`src/rtl/sdram_pkg.sv`:
```
// Shared SDRAM definitions: command encodings, low-power FSM states, helpers.
package sdram_pkg;

  // {cs_n, ras_n, cas_n, we_n}
  localparam logic [3:0] CMD_NOP       = 4'b0111;
  localparam logic [3:0] CMD_PRECHARGE = 4'b0010;
  localparam logic [3:0] CMD_AUTO_REF  = 4'b0001;

  typedef enum logic [3:0] {
    ST_IDLE      = 4'd0,
    ST_REQ       = 4'd1,
    ST_PRE       = 4'd2,
    ST_WAIT_TRP  = 4'd3,
    ST_SR_ENTRY  = 4'd4,
    ST_SR_HOLD   = 4'd5,
    ST_SR_EXIT   = 4'd6,
    ST_POST_REF  = 4'd7,
    ST_WAIT_TRFC = 4'd8,
    ST_PD_HOLD   = 4'd9,
    ST_PD_EXIT   = 4'd10,
    ST_PD_REF    = 4'd11,
    ST_DONE      = 4'd12
  } lp_state_e;

  function automatic int max_int(input int a, input int b);
    return (a > b) ? a : b;
  endfunction

endpackage

```
`src/rtl/sdram_tmr.sv`:
```
// Loadable down-counter with zero flag; holds at zero instead of wrapping.
module sdram_tmr #(
  parameter int W = 4
) (
  input  logic         sys_clk,
  input  logic         sys_rst_n,
  input  logic         load_i,
  input  logic [W-1:0] load_val_i,
  output logic [W-1:0] cnt_o,
  output logic         zero_o
);

  logic [W-1:0] cnt_q;
  logic [W-1:0] cnt_d;

  // Next count: load has priority, otherwise count down and stick at zero
  always_comb begin
    cnt_d = cnt_q;
    if (load_i) begin
      cnt_d = load_val_i;
    end else if (cnt_q != '0) begin
      cnt_d = cnt_q - W'(1);
    end
  end

  // Counter register
  always_ff @(posedge sys_clk or negedge sys_rst_n) begin
    if (!sys_rst_n) begin
      cnt_q <= '0;
    end else begin
      cnt_q <= cnt_d;
    end
  end

  assign cnt_o  = cnt_q;
  assign zero_o = (cnt_q == '0);

endmodule

```
`src/rtl/sdram_lowpower_ctrl.sv`:
```
// Low-power manager: takes the command bus, precharges all banks, enters
// self-refresh or precharge power-down, and exits with the required timing.
module sdram_lowpower_ctrl
  import sdram_pkg::*;
#(
  parameter int ADDR_W       = 12,
  parameter int BA_W         = 2,
  parameter int TRP_CYC      = 2,
  parameter int TRFC_CYC     = 8,
  parameter int TXSR_CYC     = 8,
  parameter int TXP_CYC      = 2,
  parameter int MIN_CKE_CYC  = 4,
  parameter int POST_REF_CNT = 8,
  parameter int PD_MAX_CYC   = 780
) (
  input  logic              sys_clk,
  input  logic              sys_rst_n,
  input  logic              init_done,
  input  logic              lp_req,
  input  logic              lp_mode,
  input  logic              bus_gnt,
  output logic              bus_req,
  output logic              lp_ack,
  output logic              lp_done,
  output logic              sdram_cke,
  output logic [3:0]        sdram_cmd,
  output logic [BA_W-1:0]   sdram_ba,
  output logic [ADDR_W-1:0] sdram_addr
);

  localparam int TMR_MAX = max_int(max_int(max_int(TRP_CYC, TRFC_CYC),
                                           max_int(TXSR_CYC, TXP_CYC)),
                                   max_int(MIN_CKE_CYC, PD_MAX_CYC));
  localparam int TMR_W   = $clog2(TMR_MAX + 1);
  localparam int REF_W   = (POST_REF_CNT > 0) ? $clog2(POST_REF_CNT + 1) : 1;

  // Timer holds "cycles remaining minus one" so the zero flag marks the last cycle
  localparam logic [TMR_W-1:0] LD_TRP  = TMR_W'(TRP_CYC - 1);
  localparam logic [TMR_W-1:0] LD_TRFC = TMR_W'(TRFC_CYC - 1);
  localparam logic [TMR_W-1:0] LD_TXSR = TMR_W'(TXSR_CYC - 1);
  localparam logic [TMR_W-1:0] LD_TXP  = TMR_W'(TXP_CYC - 1);
  localparam logic [TMR_W-1:0] LD_CKE  = TMR_W'(MIN_CKE_CYC - 1);
  localparam logic [TMR_W-1:0] LD_PD   = TMR_W'(PD_MAX_CYC - 1);
  // In power-down the timer counts residency down from PD_MAX; the minimum
  // CKE-low time is met once the count has fallen to this threshold
  localparam logic [TMR_W-1:0] PD_MIN_THR = TMR_W'(PD_MAX_CYC - MIN_CKE_CYC);
  localparam logic [REF_W-1:0] REF_TGT    = REF_W'(POST_REF_CNT);

  lp_state_e          state_q, state_d;
  logic               mode_q, mode_d;
  logic               wd_q, wd_d;
  logic [REF_W-1:0]   ref_q, ref_d;
  logic               cke_q, cke_d;
  logic [3:0]         cmd_q, cmd_d;
  logic               bus_req_q, bus_req_d;
  logic               lp_ack_q, lp_ack_d;
  logic               lp_done_q, lp_done_d;

  logic               tmr_load;
  logic [TMR_W-1:0]   tmr_val;
  logic [TMR_W-1:0]   tmr_cnt;
  logic               tmr_zero;

  sdram_tmr #(.W(TMR_W)) u_tmr (
    .sys_clk    (sys_clk),
    .sys_rst_n  (sys_rst_n),
    .load_i     (tmr_load),
    .load_val_i (tmr_val),
    .cnt_o      (tmr_cnt),
    .zero_o     (tmr_zero)
  );

  // Next state, timer loads on state entry, and next registered outputs
  always_comb begin
    state_d = state_q;
    mode_d  = mode_q;
    wd_d    = wd_q;
    ref_d   = ref_q;

    case (state_q)
      ST_IDLE: begin
        if (lp_req && init_done) begin
          state_d = ST_REQ;
          mode_d  = lp_mode;
          wd_d    = 1'b0;
        end
      end
      ST_REQ: begin
        if (bus_gnt) begin
          state_d = ST_PRE;
        end else if (!lp_req) begin
          state_d = ST_DONE;
        end
      end
      ST_PRE:      state_d = ST_WAIT_TRP;
      ST_WAIT_TRP: begin
        if (tmr_zero) begin
          state_d = mode_q ? ST_PD_HOLD : ST_SR_ENTRY;
        end
      end
      ST_SR_ENTRY: state_d = ST_SR_HOLD;
      ST_SR_HOLD: begin
        if (!lp_req && tmr_zero) begin
          state_d = ST_SR_EXIT;
          ref_d   = '0;
        end
      end
      ST_SR_EXIT: begin
        if (tmr_zero) begin
          state_d = (POST_REF_CNT == 0) ? ST_DONE : ST_POST_REF;
        end
      end
      ST_POST_REF: begin
        state_d = ST_WAIT_TRFC;
        ref_d   = ref_q + REF_W'(1);
      end
      ST_WAIT_TRFC: begin
        if (tmr_zero) begin
          if (wd_q) begin
            // Watchdog refresh done: resume power-down without a new precharge
            wd_d    = 1'b0;
            state_d = lp_req ? ST_PD_HOLD : ST_DONE;
          end else if (ref_q < REF_TGT) begin
            state_d = ST_POST_REF;
          end else begin
            state_d = ST_DONE;
          end
        end
      end
      ST_PD_HOLD: begin
        if (!lp_req && (tmr_cnt <= PD_MIN_THR)) begin
          state_d = ST_PD_EXIT;
        end else if (tmr_zero) begin
          state_d = ST_PD_EXIT;
          wd_d    = 1'b1;
        end
      end
      ST_PD_EXIT: begin
        if (tmr_zero) begin
          state_d = wd_q ? ST_PD_REF : ST_DONE;
        end
      end
      ST_PD_REF:   state_d = ST_WAIT_TRFC;
      ST_DONE:     state_d = ST_IDLE;
      default:     state_d = ST_IDLE;
    endcase

    // SR_HOLD deliberately does not reload: it keeps counting the CKE-low
    // minimum that started in SR_ENTRY
    tmr_load = 1'b0;
    tmr_val  = '0;
    if (state_d != state_q) begin
      case (state_d)
        ST_WAIT_TRP:  begin tmr_load = 1'b1; tmr_val = LD_TRP;  end
        ST_SR_ENTRY:  begin tmr_load = 1'b1; tmr_val = LD_CKE;  end
        ST_SR_EXIT:   begin tmr_load = 1'b1; tmr_val = LD_TXSR; end
        ST_WAIT_TRFC: begin tmr_load = 1'b1; tmr_val = LD_TRFC; end
        ST_PD_HOLD:   begin tmr_load = 1'b1; tmr_val = LD_PD;   end
        ST_PD_EXIT:   begin tmr_load = 1'b1; tmr_val = LD_TXP;  end
        default:      begin tmr_load = 1'b0; tmr_val = '0;      end
      endcase
    end

    // Outputs decoded from the next state so the registers line up with the state
    cke_d     = !((state_d == ST_SR_ENTRY) || (state_d == ST_SR_HOLD) ||
                  (state_d == ST_PD_HOLD));
    lp_ack_d  = (state_d == ST_SR_HOLD) || (state_d == ST_PD_HOLD);
    bus_req_d = (state_d != ST_IDLE) && (state_d != ST_DONE);
    lp_done_d = (state_d == ST_DONE);
    case (state_d)
      ST_PRE:                                cmd_d = CMD_PRECHARGE;
      ST_SR_ENTRY, ST_POST_REF, ST_PD_REF:   cmd_d = CMD_AUTO_REF;
      default:                               cmd_d = CMD_NOP;
    endcase
  end

  // State, context flags and registered SDRAM/bus outputs
  always_ff @(posedge sys_clk or negedge sys_rst_n) begin
    if (!sys_rst_n) begin
      state_q   <= ST_IDLE;
      mode_q    <= 1'b0;
      wd_q      <= 1'b0;
      ref_q     <= '0;
      cke_q     <= 1'b1;
      cmd_q     <= CMD_NOP;
      bus_req_q <= 1'b0;
      lp_ack_q  <= 1'b0;
      lp_done_q <= 1'b0;
    end else begin
      state_q   <= state_d;
      mode_q    <= mode_d;
      wd_q      <= wd_d;
      ref_q     <= ref_d;
      cke_q     <= cke_d;
      cmd_q     <= cmd_d;
      bus_req_q <= bus_req_d;
      lp_ack_q  <= lp_ack_d;
      lp_done_q <= lp_done_d;
    end
  end

  assign sdram_cke  = cke_q;
  assign sdram_cmd  = cmd_q;
  assign bus_req    = bus_req_q;
  assign lp_ack     = lp_ack_q;
  assign lp_done    = lp_done_q;
  assign sdram_ba   = '1;
  assign sdram_addr = '1;

endmodule

```
`config.mk`:
```
export PLATFORM = sky130hd
export DESIGN_NAME = sdram_lowpower_ctrl
export DESIGN_NICKNAME = d
export VERILOG_FILES = /design/src/rtl/sdram_pkg.sv /design/src/rtl/sdram_tmr.sv /design/src/rtl/sdram_lowpower_ctrl.sv
export SDC_FILE = /design/constraint.sdc
export NUM_CORES = 1
export LEC_CHECK = 0
export BUFFER_PORTS_ARGS = -buffer_cell sky130_fd_sc_hd__buf_2
export CAP_MARGIN = 20
export CORE_AREA = 3 3 98 76
export CTS_CLUSTER_DIAMETER = 50
export DETAILED_ROUTE_END_ITERATION = 10
export DIE_AREA = 0 0 101 79
export GPL_ROUTABILITY_DRIVEN = 0
export GPL_TIMING_DRIVEN = 0
export PLACE_DENSITY = 0.5
export RECOVER_POWER = 25
export REMOVE_ABC_BUFFERS = 1
export SYNTH_ARGS = -nofsm -noshare
export SYNTH_HDL_FRONTEND = slang
export SYNTH_SLANG_ARGS = --single-unit
```
`constraint.sdc`:
```
create_clock -name sys_clk -period 3.7 [get_ports sys_clk]
set_input_delay 0.555 -clock sys_clk [delete_from_list [all_inputs] [get_ports sys_clk]]
set_output_delay 0.555 -clock sys_clk [all_outputs]
set_load 0.1 [all_outputs]
```
==> impl.org <==
** Run status
- Outcome :: finished with violations
- Violated checks :: max-capacitance violations, max-slew violations

** Detailed routing
- Total wire length :: 4.31 mm
- After detailed routing, the average wire length per cell comes to 13.9 um.
- The final route contains 1485 vias.
- For this run, design rule violations remaining after detail routing come to 0.
- First DRT Iteration DRCs :: 76
- Number of detailed-route iterations in the first pass :: 4
- Count of nets left with antenna violations after detail routing :: 0
- In the routed layout, each cell is associated on average with a via count of 4.79.

** Setup path
- Crit Path Category :: reg2reg
- Gate family responsible for the most delay along the worst path :: simple AND/OR/NAND/NOR gates
- Max stage delay cell, worst path :: or4_4
- The critical path goes through or4_4 -> or4_4 -> a31oi_1 -> a2bb2oi_2 -> nand3_2 -> xnor2_1 -> o32a_1 -> mux2_4.
- The number of buffers and inverters on the critical path is 0.
- For the worst setup path, the data arrival time is 3.68 ns.
- Critical Path Most Common Cell :: or4_4
- Capturing element type of the critical path :: flip-flop
- On the worst path, the slowest cell contributes a delay of 0.64 ns.
- Max Fanout on Critical Path :: 12
- The worst setup path is launched from a flip-flop.
- Required time at the worst-slack endpoint :: 3.88 ns

** Synthesis
- After synthesis, the netlist uses 49 different library cells.
- Dividing the synthesized area by the synthesized cell count gives 8.72 um2.
- Of the synthesized area, sequential elements account for 34.8%.
- Synthesized netlist cell count :: 224
- Combined area of all synthesized cells :: 0.00195 mm2
- After synthesis the netlist holds a flip-flop and latch count of 27.
- Yosys warning count :: 0

** Power
- Leakage Power :: 0.854 nW
- PwrDens :: 1060 mW/mm2
- Worst ir drop on vdd :: 373 uV
- The analysis attributes to net switching a power of 1.14 mW.
- The internal portion of the total power is 1.01 mW.
- Part of the power in registers :: 26.2%
- Clock Power Share :: 8.1%
- Of the total power, the share spent switching nets is 53.1%.
- Combinational fraction of design power :: 65.6%

** STA
- Final number of hold-violating endpoints :: 0
- Worst slew margin relative to its limit :: -4.59%
- Fin Hold WS :: 0.517 ns
- Crit share post-route :: 94.6%
- Final Setup Violations :: 0
- The worst path meets setup with 0.199 ns of slack.
- Setup repair after global routing left no endpoint under its margin.
- The number of pins exceeding their max-slew limit in the final report came to 28.
- Transition at the pin with the smallest max-transition slack :: 1.57 ns
- Minimum clock period after layout :: 3.50 ns
- Across the routed clock network, the largest skew measured is 0.0104 ns.
- Derived from the worst setup path, the maximum achievable clock frequency is 286 MHz.

** Layout
- Ratio of cells with drive above 1 in the final layout :: 15.7%
- Filler cell count in the final layout :: 689
- Number of nets in the final layout :: 239
- Leaving out fill and tap cells, the most frequent cells in the layout are 23 x dfrtp_1, 18 x nor2_1, 17 x o21ai_0.
- Area occupied by registers :: 681 um2
- The finished cells cover 0.00204 mm2.
- Antenna Diode Count :: 0
- Post-route insts no fill :: 310
- Summing all multi-input logic gate instances after layout gives 0.00110 mm2.
- Area added between synthesis and finish :: 4.48%
- The library cell used most frequently in the layout, excluding fill and tap cells, is dfrtp_1.

** Global route
- Vias in the first global route :: 1421
- Initial antenna violation count :: 0
- Total congestion overflow after global routing :: 0
- Global-route wire length before repair :: 7.38 mm
- Across every metal layer, demand over resource in global routing totals 11.4%.
- Entering global routing, the biggest net connects 28 pins.

** Placed design
- The count of buffers added on input and output ports is 12.
- The number of placed instances, taps included, is 306.
- Summing all placed instances gives a cell area of 0.00199 mm2.
- Prior to clock tree synthesis, the placed netlist has a worst setup slack of 0.171 ns.
- Sum of net half-perimeters after detailed placement :: 3.14 mm

** Clock tree
- The longest clock path from root to sink contains 2 buffers.
- TritonCTS built the clock tree.
- The clock reaches the later pin of the worst-skew pair after 0.28 ns.
- Clock-pin slew on the worst setup and hold paths :: 0.10 ns
- The clock drives 27 sinks.
- Clock tree synthesis selected as its root buffer the cell clkbuf_8.
- CTS buffer count :: 3
- H-tree levels :: 1
- CTS Hold Bufs :: 0

** Floorplan
- Number of ports placed on the die boundary :: 28
- Die Footprint :: 0.00798 mm2
- Initial Util :: 30.3%
- Count of standard-cell rows :: 25
- The floorplan step set the die width to 101 um.
- Area of the core :: 0.00644 mm2
- In this run the vertical extent of the chip is 79 um.

** Job
- Max-cap violations :: 1

** Worst hold path
- The min-delay analysis places its worst path in the category reg2reg.
-- power by group through the flow --
stage               Clock [mW]  Sequential [mW]  Combinational (mW)
floorplan                    0            0.646                1.03
global placement             0            0.568                1.40
detailed placement           0            0.564                1.42
CTS                      0.187            0.560                1.42
global route             0.200            0.586                1.57
finish                   0.175            0.565                1.41
-- registers in the layout, summed over array words and instances (netlist names) --
register,count
bus_req,1
lp_ack,1
lp_done,1
mode_q,1
ref_q,4
sdram_cke,1
sdram_cmd,3
state_q,4
u_tmr.cnt_o,10
wd_q,1
-- logic make-up after synthesis --
family	count (synthesis)	synth area share (%)
compound gates	45	15.5
xor+xnor	12	5.76
fa+ha+maj	3	1.92
buf+inv	35	11.4
flops	27	34.8
mux	6	3.39
other cells	2	0.384
simple gates	94	26.8
-- final timing paths --
check	startpoint	end	slack, ns	cells past startpoint
max reg2reg	u_tmr.cnt_o[4]	u_tmr.cnt_o[2]	0.20	8
max in group asynchronous	sys_rst_n	u_tmr.cnt_o[5]	2.13	1
min in group asynchronous	sys_rst_n	lp_done	0.65	1
min reg2reg	ref_q[3]	ref_q[3]	0.52	1
min	ref_q[3]	ref_q[3]	0.52	1
max	u_tmr.cnt_o[4]	u_tmr.cnt_o[2]	0.20	8
-- cell type report --
type	count	share of cell area [%]
Multi-Input combinational cell	175	54.1
Clock inverter	1	0.368
Timing Repair Buffer	13	3.25
Clock buffer	3	2.02
Tap cell	81	4.96
Inverter	10	1.96
Sequential cell	27	33.3
-- worst reg2reg max path: stages, from the launching register on --
cell and delay [ns]:
dfrtp_1 0.45, or4_4 0.60, or4_4 0.64, a31oi_1 0.22, a2bb2oi_2 0.16, nand3_2 0.23
xnor2_1 0.20, o32a_1 0.54, mux2_4 0.37
-- repair_timing --
item,CTS,global route
endpoints found under the setup margin,0,3
buffers inserted,0,0
gates resized for setup,0,1
-- Yosys cell counts (all sizes together) --
cell type  instances  area (um2)
xor2               7        61.3
a31o               2        35.0
mux2i              4        40.0
o221ai             1        8.76
buf               21         168
or4                2        22.5
a41o               1        10.0
xnor2              5        51.3
o21ai             18        93.8
or2                1        6.26
nor2b              8        50.1
dfstp              4         105
conb               2        7.51
o2111ai            1        8.76
nand3             10        55.1
a211oi             2        15.0
a2bb2oi            1        15.0
nor3              16        85.1
nand4b             1        8.76
nand2             16        60.1
nand3b             1        20.0
nand4              5        31.3
nor4               2        27.5
o32ai              1        8.76
o211ai             1        7.51
dfrtp             23         576
and2               1        6.26
or3                2        12.5
clkbuf             4        15.0
nand2b             7        43.8
nor3b              2        15.0
nor2              18        67.6
o32a               1        10.0
inv               10        40.0
a31oi              7        43.8
o22ai              1        6.26
ha                 3        37.5
a21oi              8        40.0
mux2               2        26.3
and3               2        12.5
-- through the flow --
step	setup TNS, ns	utilization, %	power [mW]
2_1_floorplan	0	-	1.68
3_3_place_gp	-0.321	30.8	1.97
3_5_place_dp	0	30.9	1.99
4_1_cts	0	31.6	2.17
5_1_grt	0	31.7	2.35
6_report	0	31.7	2.16
-- per-layer routing --
| layer | track usage (%) | part of all wire [%] |
|---|---|---|
| met1 | 18.3 | 55 |
| met2 | 15.7 | 40 |
| met3 | 2.46 | 4.5 |
| met4 | 1.73 | 0 |
| met5 | 0 | 0 |
(Power assumes the default switching activity.)
